===== src/rtl/uart_rx_frame_parser.sv =====
// uart_rx_frame_parser: reads raw bytes from the UART rx FIFO and recognises frames
// laid out as SYNC, LEN, PAYLOAD[LEN], CHK. The payload is held in an internal buffer
// and is only released on the valid/ready stream after the XOR checksum matches.
module uart_rx_frame_parser #(
   parameter int unsigned CLK_FREQ   = 0,      // clock rate in Hz; always override with the real rate
   parameter logic [7:0]  SYNC_BYTE  = 8'hA5,
   parameter int unsigned MAX_LEN    = 16,
   parameter int unsigned TIMEOUT_US = 1000
) (
   input  logic       clk,
   input  logic       rst,
   input  logic       fifo_empty_i,
   input  logic [7:0] fifo_rd_data_i,
   output logic       fifo_rd_en_o,
   output logic [7:0] data_o,
   output logic       valid_o,
   output logic       last_o,
   input  logic       ready_i,
   output logic       frame_ok_o,
   output logic       frame_err_o,
   output logic [1:0] err_code_o
);

   localparam int unsigned IW        = $clog2(MAX_LEN + 1);
   localparam int unsigned AW        = (MAX_LEN > 1) ? $clog2(MAX_LEN) : 1;
   localparam int unsigned TO_RAW    = (CLK_FREQ / 1_000_000) * TIMEOUT_US;
   // A clock slower than 1 MHz would give a zero count, so clamp to one cycle.
   localparam int unsigned TO_CYCLES = (TO_RAW == 0) ? 1 : TO_RAW;
   localparam int unsigned TW        = $clog2(TO_CYCLES + 1);
   localparam logic [IW-1:0] ONE     = IW'(1);

   typedef enum logic [2:0] {SYNC, LEN, PAYLOAD, CHK, EMIT} state_t;

   state_t        state, state_n;
   logic          rd_pending;
   logic [7:0]    acc;
   logic [IW-1:0] len_q;
   logic [IW-1:0] idx;
   logic [IW-1:0] oidx;
   logic [IW-1:0] idx_inc;
   logic [IW-1:0] oidx_inc;
   logic [TW-1:0] tcnt;
   logic          tmr_run;
   logic          timeout;
   logic          ok_n;
   logic          err_n;
   logic [1:0]    code_n;
   logic [7:0]    buffer [MAX_LEN];

   assign idx_inc  = idx + ONE;
   assign oidx_inc = oidx + ONE;

   // Payload stream: only EMIT presents data, and data is forced to zero otherwise so
   // that the never-reset buffer contents cannot leak out while idle or in reset.
   assign valid_o = (state == EMIT);
   assign last_o  = valid_o && (oidx_inc == len_q);
   assign data_o  = valid_o ? buffer[oidx[AW-1:0]] : 8'h00;

   // One read at a time: the byte arrives the cycle after the strobe, so a new strobe
   // waits until the previous byte has been sampled. Held low during reset.
   assign fifo_rd_en_o = !rst && !fifo_empty_i && !rd_pending && (state != EMIT);

   // The inter-byte timer only matters while a frame is partially received. A byte
   // being sampled this cycle takes priority over an expiring count.
   assign tmr_run = (state == LEN) || (state == PAYLOAD) || (state == CHK);
   assign timeout = tmr_run && !rd_pending && (tcnt == TW'(TO_CYCLES - 1));

   // State register, outstanding-read flag and registered status pulses.
   always_ff @(posedge clk or posedge rst) begin
      if (rst) begin
         state       <= SYNC;
         rd_pending  <= 1'b0;
         frame_ok_o  <= 1'b0;
         frame_err_o <= 1'b0;
         err_code_o  <= 2'd0;
      end else begin
         state       <= state_n;
         rd_pending  <= fifo_rd_en_o;
         frame_ok_o  <= ok_n;
         frame_err_o <= err_n;
         err_code_o  <= code_n;
      end
   end

   // Next-state and pulse decisions: one step per sampled byte, plus timeout and EMIT exit.
   always_comb begin
      state_n = state;
      ok_n    = 1'b0;
      err_n   = 1'b0;
      code_n  = err_code_o;
      if (timeout) begin
         state_n = SYNC;
         err_n   = 1'b1;
         code_n  = 2'd3;
      end else if (rd_pending) begin
         case (state)
            SYNC: begin
               if (fifo_rd_data_i == SYNC_BYTE) state_n = LEN;
            end
            LEN: begin
               if (fifo_rd_data_i > 8'(MAX_LEN)) begin
                  state_n = SYNC;
                  err_n   = 1'b1;
                  code_n  = 2'd1;
               end else if (fifo_rd_data_i == 8'h00) begin
                  state_n = CHK;
               end else begin
                  state_n = PAYLOAD;
               end
            end
            PAYLOAD: begin
               if (idx_inc == len_q) state_n = CHK;
            end
            CHK: begin
               if (fifo_rd_data_i == acc) begin
                  ok_n    = 1'b1;
                  state_n = (len_q == '0) ? SYNC : EMIT;
               end else begin
                  state_n = SYNC;
                  err_n   = 1'b1;
                  code_n  = 2'd2;
               end
            end
            default: ;
         endcase
      end else if ((state == EMIT) && ready_i && last_o) begin
         state_n = SYNC;
      end
   end

   // Inter-byte gap counter: cleared on every sampled byte and whenever it is idle.
   always_ff @(posedge clk or posedge rst) begin
      if (rst) begin
         tcnt <= '0;
      end else if (!tmr_run || rd_pending || timeout) begin
         tcnt <= '0;
      end else begin
         tcnt <= tcnt + TW'(1);
      end
   end

   // Frame bookkeeping: checksum accumulator, length, write index and output index.
   always_ff @(posedge clk or posedge rst) begin
      if (rst) begin
         acc   <= 8'h00;
         len_q <= '0;
         idx   <= '0;
         oidx  <= '0;
      end else begin
         if (rd_pending) begin
            case (state)
               SYNC: begin
                  if (fifo_rd_data_i == SYNC_BYTE) begin
                     acc <= 8'h00;
                     idx <= '0;
                  end
               end
               LEN: begin
                  acc   <= fifo_rd_data_i;
                  len_q <= fifo_rd_data_i[IW-1:0];
                  idx   <= '0;
               end
               PAYLOAD: begin
                  acc <= acc ^ fifo_rd_data_i;
                  idx <= idx_inc;
               end
               default: ;
            endcase
         end
         if (state != EMIT) begin
            oidx <= '0;
         end else if (ready_i) begin
            oidx <= oidx_inc;
         end
      end
   end

   // Payload storage; contents are only meaningful after a complete PAYLOAD phase.
   always_ff @(posedge clk) begin
      if (rd_pending && (state == PAYLOAD)) begin
         buffer[idx[AW-1:0]] <= fifo_rd_data_i;
      end
   end

endmodule


===== config.mk =====
export PLATFORM = sky130hd
export DESIGN_NAME = uart_rx_frame_parser
export DESIGN_NICKNAME = d
export VERILOG_FILES = /design/src/rtl/uart_rx_frame_parser.sv
export SDC_FILE = /design/constraint.sdc
export NUM_CORES = 1
export LEC_CHECK = 0
export ABC_AREA = 1
export CAP_MARGIN = 20
export CORE_MARGIN = 2
export CORE_UTILIZATION = 55
export DETAILED_ROUTE_END_ITERATION = 6
export GPL_TIMING_DRIVEN = 0
export PLACE_DENSITY = 0.71
export SYNTH_ARGS = -nofsm -noshare
export SYNTH_HDL_FRONTEND = slang
export SYNTH_SLANG_ARGS = --single-unit

===== constraint.sdc =====
create_clock -name clk -period 3.96 [get_ports clk]
set_input_delay 0.792 -clock clk [delete_from_list [all_inputs] [get_ports clk]]
set_output_delay 0.792 -clock clk [all_outputs]
set_load 0.1 [all_outputs]

After elaboration in Yosys (flattened, before gate mapping)
Memories as Yosys holds them, arrays and structs flattened.
Cells that the tools add are included.
{"block": "word_totals", "ram_bits": 128, "in_bits": 12, "word_cells": 95, "reg_bits": 32, "memories": 1}
{"block": "classes", "n_mux": 34, "n_reduce_logical": 29, "add_sub_neg": 3, "bitwise": 2, "eq_ne": 15, "magnitude_cmp": 1}
{"name": "buffer", "words": 16, "word_bits": 8, "rd": 1, "rd_ports_with_merged_regs": 0, "wr": 1, "line_no": "48", "text": "logic [7:0] buffer [MAX_LEN];"}
{"op": "one-hot mux 8 bit (3 select lines)", "n": 1}
{"op": "2-to-1 mux 3 bit", "n": 7}
{"op": "2-to-1 mux 8 bit", "n": 2}
{"op": "2-to-1 mux 5 bit", "n": 3}
{"op": "one-hot mux 5 bit (3 select lines)", "n": 1}
{"op": "2-to-1 mux 1 bit", "n": 12}
{"op": "one-hot mux 3 bit (4 select lines)", "n": 1}
{"op": "adder 5 x 1 -> 5 bit (second input constant)", "n": 2}
{"op": "== test 5 bit", "n": 2}
{"op": "2-to-1 mux 2 bit", "n": 5}
{"op": "logical AND 1 bit", "n": 9}
{"op": "nonzero test 3 bit", "n": 3}
{"op": "== test 8 bit", "n": 1}
{"op": "== test 8 bit (second input constant)", "n": 1}
{"op": "greater-than comparator 8 x 5 -> 1 bit (second input constant)", "n": 1}
{"op": "logical NOT 8 bit", "n": 1}
{"op": "AND reduction 4 bit", "n": 2}
{"op": "bitwise XOR 8 bit", "n": 1}
{"op": "== test 3 x 2 -> 1 bit (second input constant)", "n": 2}
{"op": "inequality test 3 bit (second input constant)", "n": 2}
{"op": "inequality test 6 x 1 -> 1 bit (second input constant)", "n": 1}
{"op": "logical NOT 5 bit", "n": 1}
{"op": "logical NOT 1 bit", "n": 4}
{"op": "logical OR 1 bit", "n": 4}
{"op": "14 further kinds", "n": 15}

Longest topological paths before layout
{"block": "logic_depth", "depth_word": 7, "ltp_mapped": 13, "mapped_depth_nobuf": 13}

Worst setup path after synthesis
Ideal clock, no wire load.
{"block": "synth_timing", "path_type": "flip-flop to output port", "startpoint": "reg state[2]", "endpoint": "out fifo_rd_en_o", "n_path_buf": 2, "setup_slack_ns": -1.007, "required_time_ns": 3.168, "arrival_ns": 4.175, "path_stages_with_launch": 6, "cell_sequence": "dfrtp_1 buf_6 nand2_1 buf_2 inv_1 nor4_1"}
{"block": "synth_via", "elab_chain_len": 2}
{"item": "start: declaration", "line_no": "34", "text": "state_t state, state_n;"}
{"item": "start signal: assignment", "line_no": "77", "text": "state <= state_n;"}
{"item": "inequality test 3 bit", "line_no": "61", "text": "assign fifo_rd_en_o = !rst && !fifo_empty_i && !rd_pending && (state != EMIT);"}
{"item": "logical AND 1 bit", "line_no": "61"}
{"item": "end: declaration", "line_no": "14", "text": "output logic fifo_rd_en_o,"}
No other way between the ends.

Final worst setup path
{"block": "layout_timing", "startpoint": "reg oidx[1]", "endpoint": "out data_o[7]"}
{"block": "layout_via", "elab_chain_len": 2}
{"item": "start: declaration", "line_no": "39", "text": "logic [IW-1:0] oidx;"}
{"item": "start signal: assignment", "line_no": "173", "text": "oidx <= oidx_inc;"}
{"item": "memory (16 x 8 bit)"}
{"item": "2-to-1 mux 8 bit", "line_no": "57", "text": "assign data_o = valid_o ? buffer[oidx[AW-1:0]] : 8'h00;"}
{"item": "end: declaration", "line_no": "15", "text": "output logic [7:0] data_o,"}
No other way between the ends.

==> out/qor.csv <==
stage,metric,value,unit
pwr,powerDensity,515.6,nW/µm²
sta,fmax,261.9,MHz
sta,finClkSkew,0.006736,ns
route,num_vias,5119,
sta,setup_violations,0,
die,die_w,116.9,µm
finish,fin_nets,683,
critical_path,crit_path_start_kind,flip-flop,
sta,period_needed,3.818,ns
synth,syn_nets,634,
synth,ys.warnings.count,0,
global_routing,track_usage,27.78,%
finish,layoutNonFillerInstCount,851,
sta,post-route-period-util,96.43,%
pwr,leakagePower,2.939,nW
route,drtIter0Drc,610,
synth,yosysSeqAreaShare,66.25,%
sta,fin_hold_ws,0.5039,ns
clock_tree,root_buffer,clkbuf_16,
sta,drv_slew,0,
flow_run,cap_violations,0,
synth,yosys.area.top_type_share,54.83,%
die,ios,27,
route,via_per_inst,6.015,
pwr,ir_worst_vdd,291.8,µV
synth,ys.flop_type,edfxtp_1,
critical_path,critPathCaptureType,output pin,
hold_path,hp-class,flip-flop to flip-flop,
synth,synth_area_leaders,"edfxtp_1 55%, dfrtp_1 11%, nor2_1 5.2%",
sta,worst_pin_slew,1.007,ns
die,start_util,56.01,%
synth,syn_inst,617,
synth,syn_area,7010,µm²
die,rows,41,
finish,syn_to_final_growth,16.37,%
route,ant_nets,0,
synth,synth_compound_area_share,13.24,%
global_routing,grt_overflow,0,
status,status,finished with violations,
synth,synthMuxAreaShare,0.3213,%
placed_design,gp_routability_congestion,0.8684,
clock_tree,cts_tree,yes,
sta,relSlewSlack,32.63,%
sta,final.setup.tns,0,ns
critical_path,critical_path_required,3.17,ns
global_routing,antenna_found_initial,0,
sta,hold_viol_final,0,
die,die_y,116.9,µm
synth,synthSimpleGateAreaFrac,13.40,%
synth,synth_edf_count,128,
global_routing,grt_pass1_wl,27340,µm
global_routing,grt_max_degree,23,
route,first_pass_iters,7,
route,drc,2,
synth,syn_avg_cell_area,11.36,µm²
clock_tree,clk_latency,0.43,ns
status,violations,DRC,
placed_design,dp_cells,819,
finish,n_antenna_cell,0,
synth,synth_fa_ha_area_share,0.8924,%
sta,rsz0062_at_grt,false,
synth,synth-async-reset-ratio,20.00,%
route,wl_per_cell,20.82,µm
clock_tree,cts_htree_levels,4,
global_routing,grt_pass1_vias,4988,
critical_path,crit_fanout,10,
critical_path,worstPathArrival,3.03,ns
clock_tree,clockBufferDepth,2,
synth,synth_top_family_by_area,simple AND/OR/NAND/NOR gates,
finish,drive_gt1_share,12.37,%
synth,synth_top_area_cell,edfxtp_1,
critical_path,path_class,flip-flop to output pin,
clock_tree,cts_buffers,17,
synth,synthXorXnorAreaFrac,1.374,%
die,core_area,12520,µm²
placed_design,dp_hpwl,11600,µm
placed_design,portBuffers,26,
clock_tree,cts_sinks,160,
synth,yosysUniqueCellTypes,36,
synth,ys_ff_latch,160,
clock_tree,postCtsSetupBuffers,0,
die,floorplan.die_area,13670,µm²
clock_tree,path_clk_slew,0.06,ns
route,routed_wl,17720,µm
[cell usage after synthesis, types with 2 or more instances]
master / number
o21ai_0: 71
nand2_1: 74
nor2_1: 98
dfrtp_1: 32
nand3_1: 21
nand2_2: 2
buf_6: 4
o221ai_1: 20
buf_2: 13
a21oi_1: 16
o22ai_1: 15
nor4_1: 4
nor3_1: 4
clkbuf_1: 12
o211ai_1: 12
a22oi_1: 4
buf_4: 5
nand3_2: 2
o21ai_2: 8
inv_2: 4
xnor2_1: 5
inv_1: 28
xor2_1: 6
edfxtp_1: 128
nand3b_1: 2
ha_1: 5
o21ai_1: 4
nand4_1: 9
mux2_2: 2
[final timing paths]
check | slack (ns) | depth (start not counted) | end | from
worst max-delay path | 0.14 | 7 | data_o[7] | oidx[1]$_DFFE_PP0P_
worst min-delay path | 0.50 | 2 | acc[0]$_DFFE_PP0P_ | acc[0]$_DFFE_PP0P_
worst max register to register | 1.47 | 7 | buffer[11][0]$_DFFE_PP_ | state[2]$_DFFE_PP0P_
worst min register to register | 0.50 | 2 | acc[0]$_DFFE_PP0P_ | acc[0]$_DFFE_PP0P_
max in group asynchronous | 2.64 | 3 | acc[2]$_DFFE_PP0P_ | rst
min in group asynchronous | 0.80 | 2 | err_code_o[1]$_DFFE_PP0P_ | rst
[flip-flops by register name, summed over array words and instances (netlist names)]
register     flops
acc              8
buffer         128
err_code_o       2
frame_err_o      1
frame_ok_o       1
idx              5
len_q            5
oidx             5
rd_pending       1
state            3
tcnt             1
[cell families after synthesis]
logic type | Yosys count
DFF | 160
buffers and inverters | 66
adders and majority gates | 5
muxes | 2
AOI/OAI and AO/OA | 152
and+or+nand+nor | 220
other | 1
xor gates and xnor gates | 11
[cells in the final DEF, fill, tap and decap left out, types with 9 or more instances in the layout]
master           Yosys  routed
dfrtp_1             32      32
a21oi_1             16      16
nand3_1             21      21
clkbuf_16            0      17
nand2_1             74      74
o21ai_0             71      71
inv_1               28      28
nand4_1              9       9
nor2_1              98      98
clkbuf_1            12      14
edfxtp_1           128     128
o22ai_1             15      15
o221ai_1            20      20
o211ai_1            12      12
buf_2               13      13
clkdlybuf4s50_1      0      17
[report_power, final]
part	switching, mW	total (mW)	internal (mW)
clock	0.626	1.73	1.11
combinational	0.316	0.487	0.171
sequential	0.0896	1.99	1.90
total	1.03	4.21	3.17
[stage by stage]
step | worst slack (ns) | power [mW] | utilization, % | cell area [µm²]
2_1_floorplan | 0.1860 | 2.354 | - | 7023
3_3_place_gp | 0.06357 | 2.478 | 59.91 | 7498
3_5_place_dp | 0.05047 | 2.497 | 60.31 | 7548
4_1_cts | 0.005619 | 4.207 | 65.31 | 8175
5_1_grt | 0.1036 | 4.359 | 65.17 | 8158
6_report | 0.1415 | 4.206 | 65.17 | 8158
[what timing repair did]
| action | 4_1_cts | 5_1_grt |
|---|---|---|
| gates resized for setup | 19 | 6 |
| hold endpoints to repair | 0 | 0 |
| endpoints found under the setup margin | 9 | 4 |
| hold buffers | 0 | 0 |
[critical path: stages, from the launching register on]
cell	delay [ns]
dfrtp_1	0.35
buf_2	0.21
clkbuf_1	0.50
o21ai_0	0.24
o221ai_1	0.34
o211ai_1	0.17
a21oi_1	0.21
clkdlybuf4s15_2	0.58
[cell type report]
cell class	count	area, µm²
buffer	34	192.7
tap	172	215.2
fill	974	4359
timing repair buffer	30	294.0
inverter	32	120.1
sequential	160	4644
clock inverter	13	192.7
clock buffer	19	432.9
multi-input combinational	391	2066
[layer usage]
layer | up-vias | global-route usage (%) | part of all wire (%)
met5 | - | 0 | 0
met4 | 0 | 12.47 | 3.7
met3 | 54 | 6.179 | 7.8
met2 | 250 | 44.86 | 48
met1 | 2497 | 36.39 | 40
li1 | 2318 | - | -
Note: power is estimated with default switching activity, not from simulation.
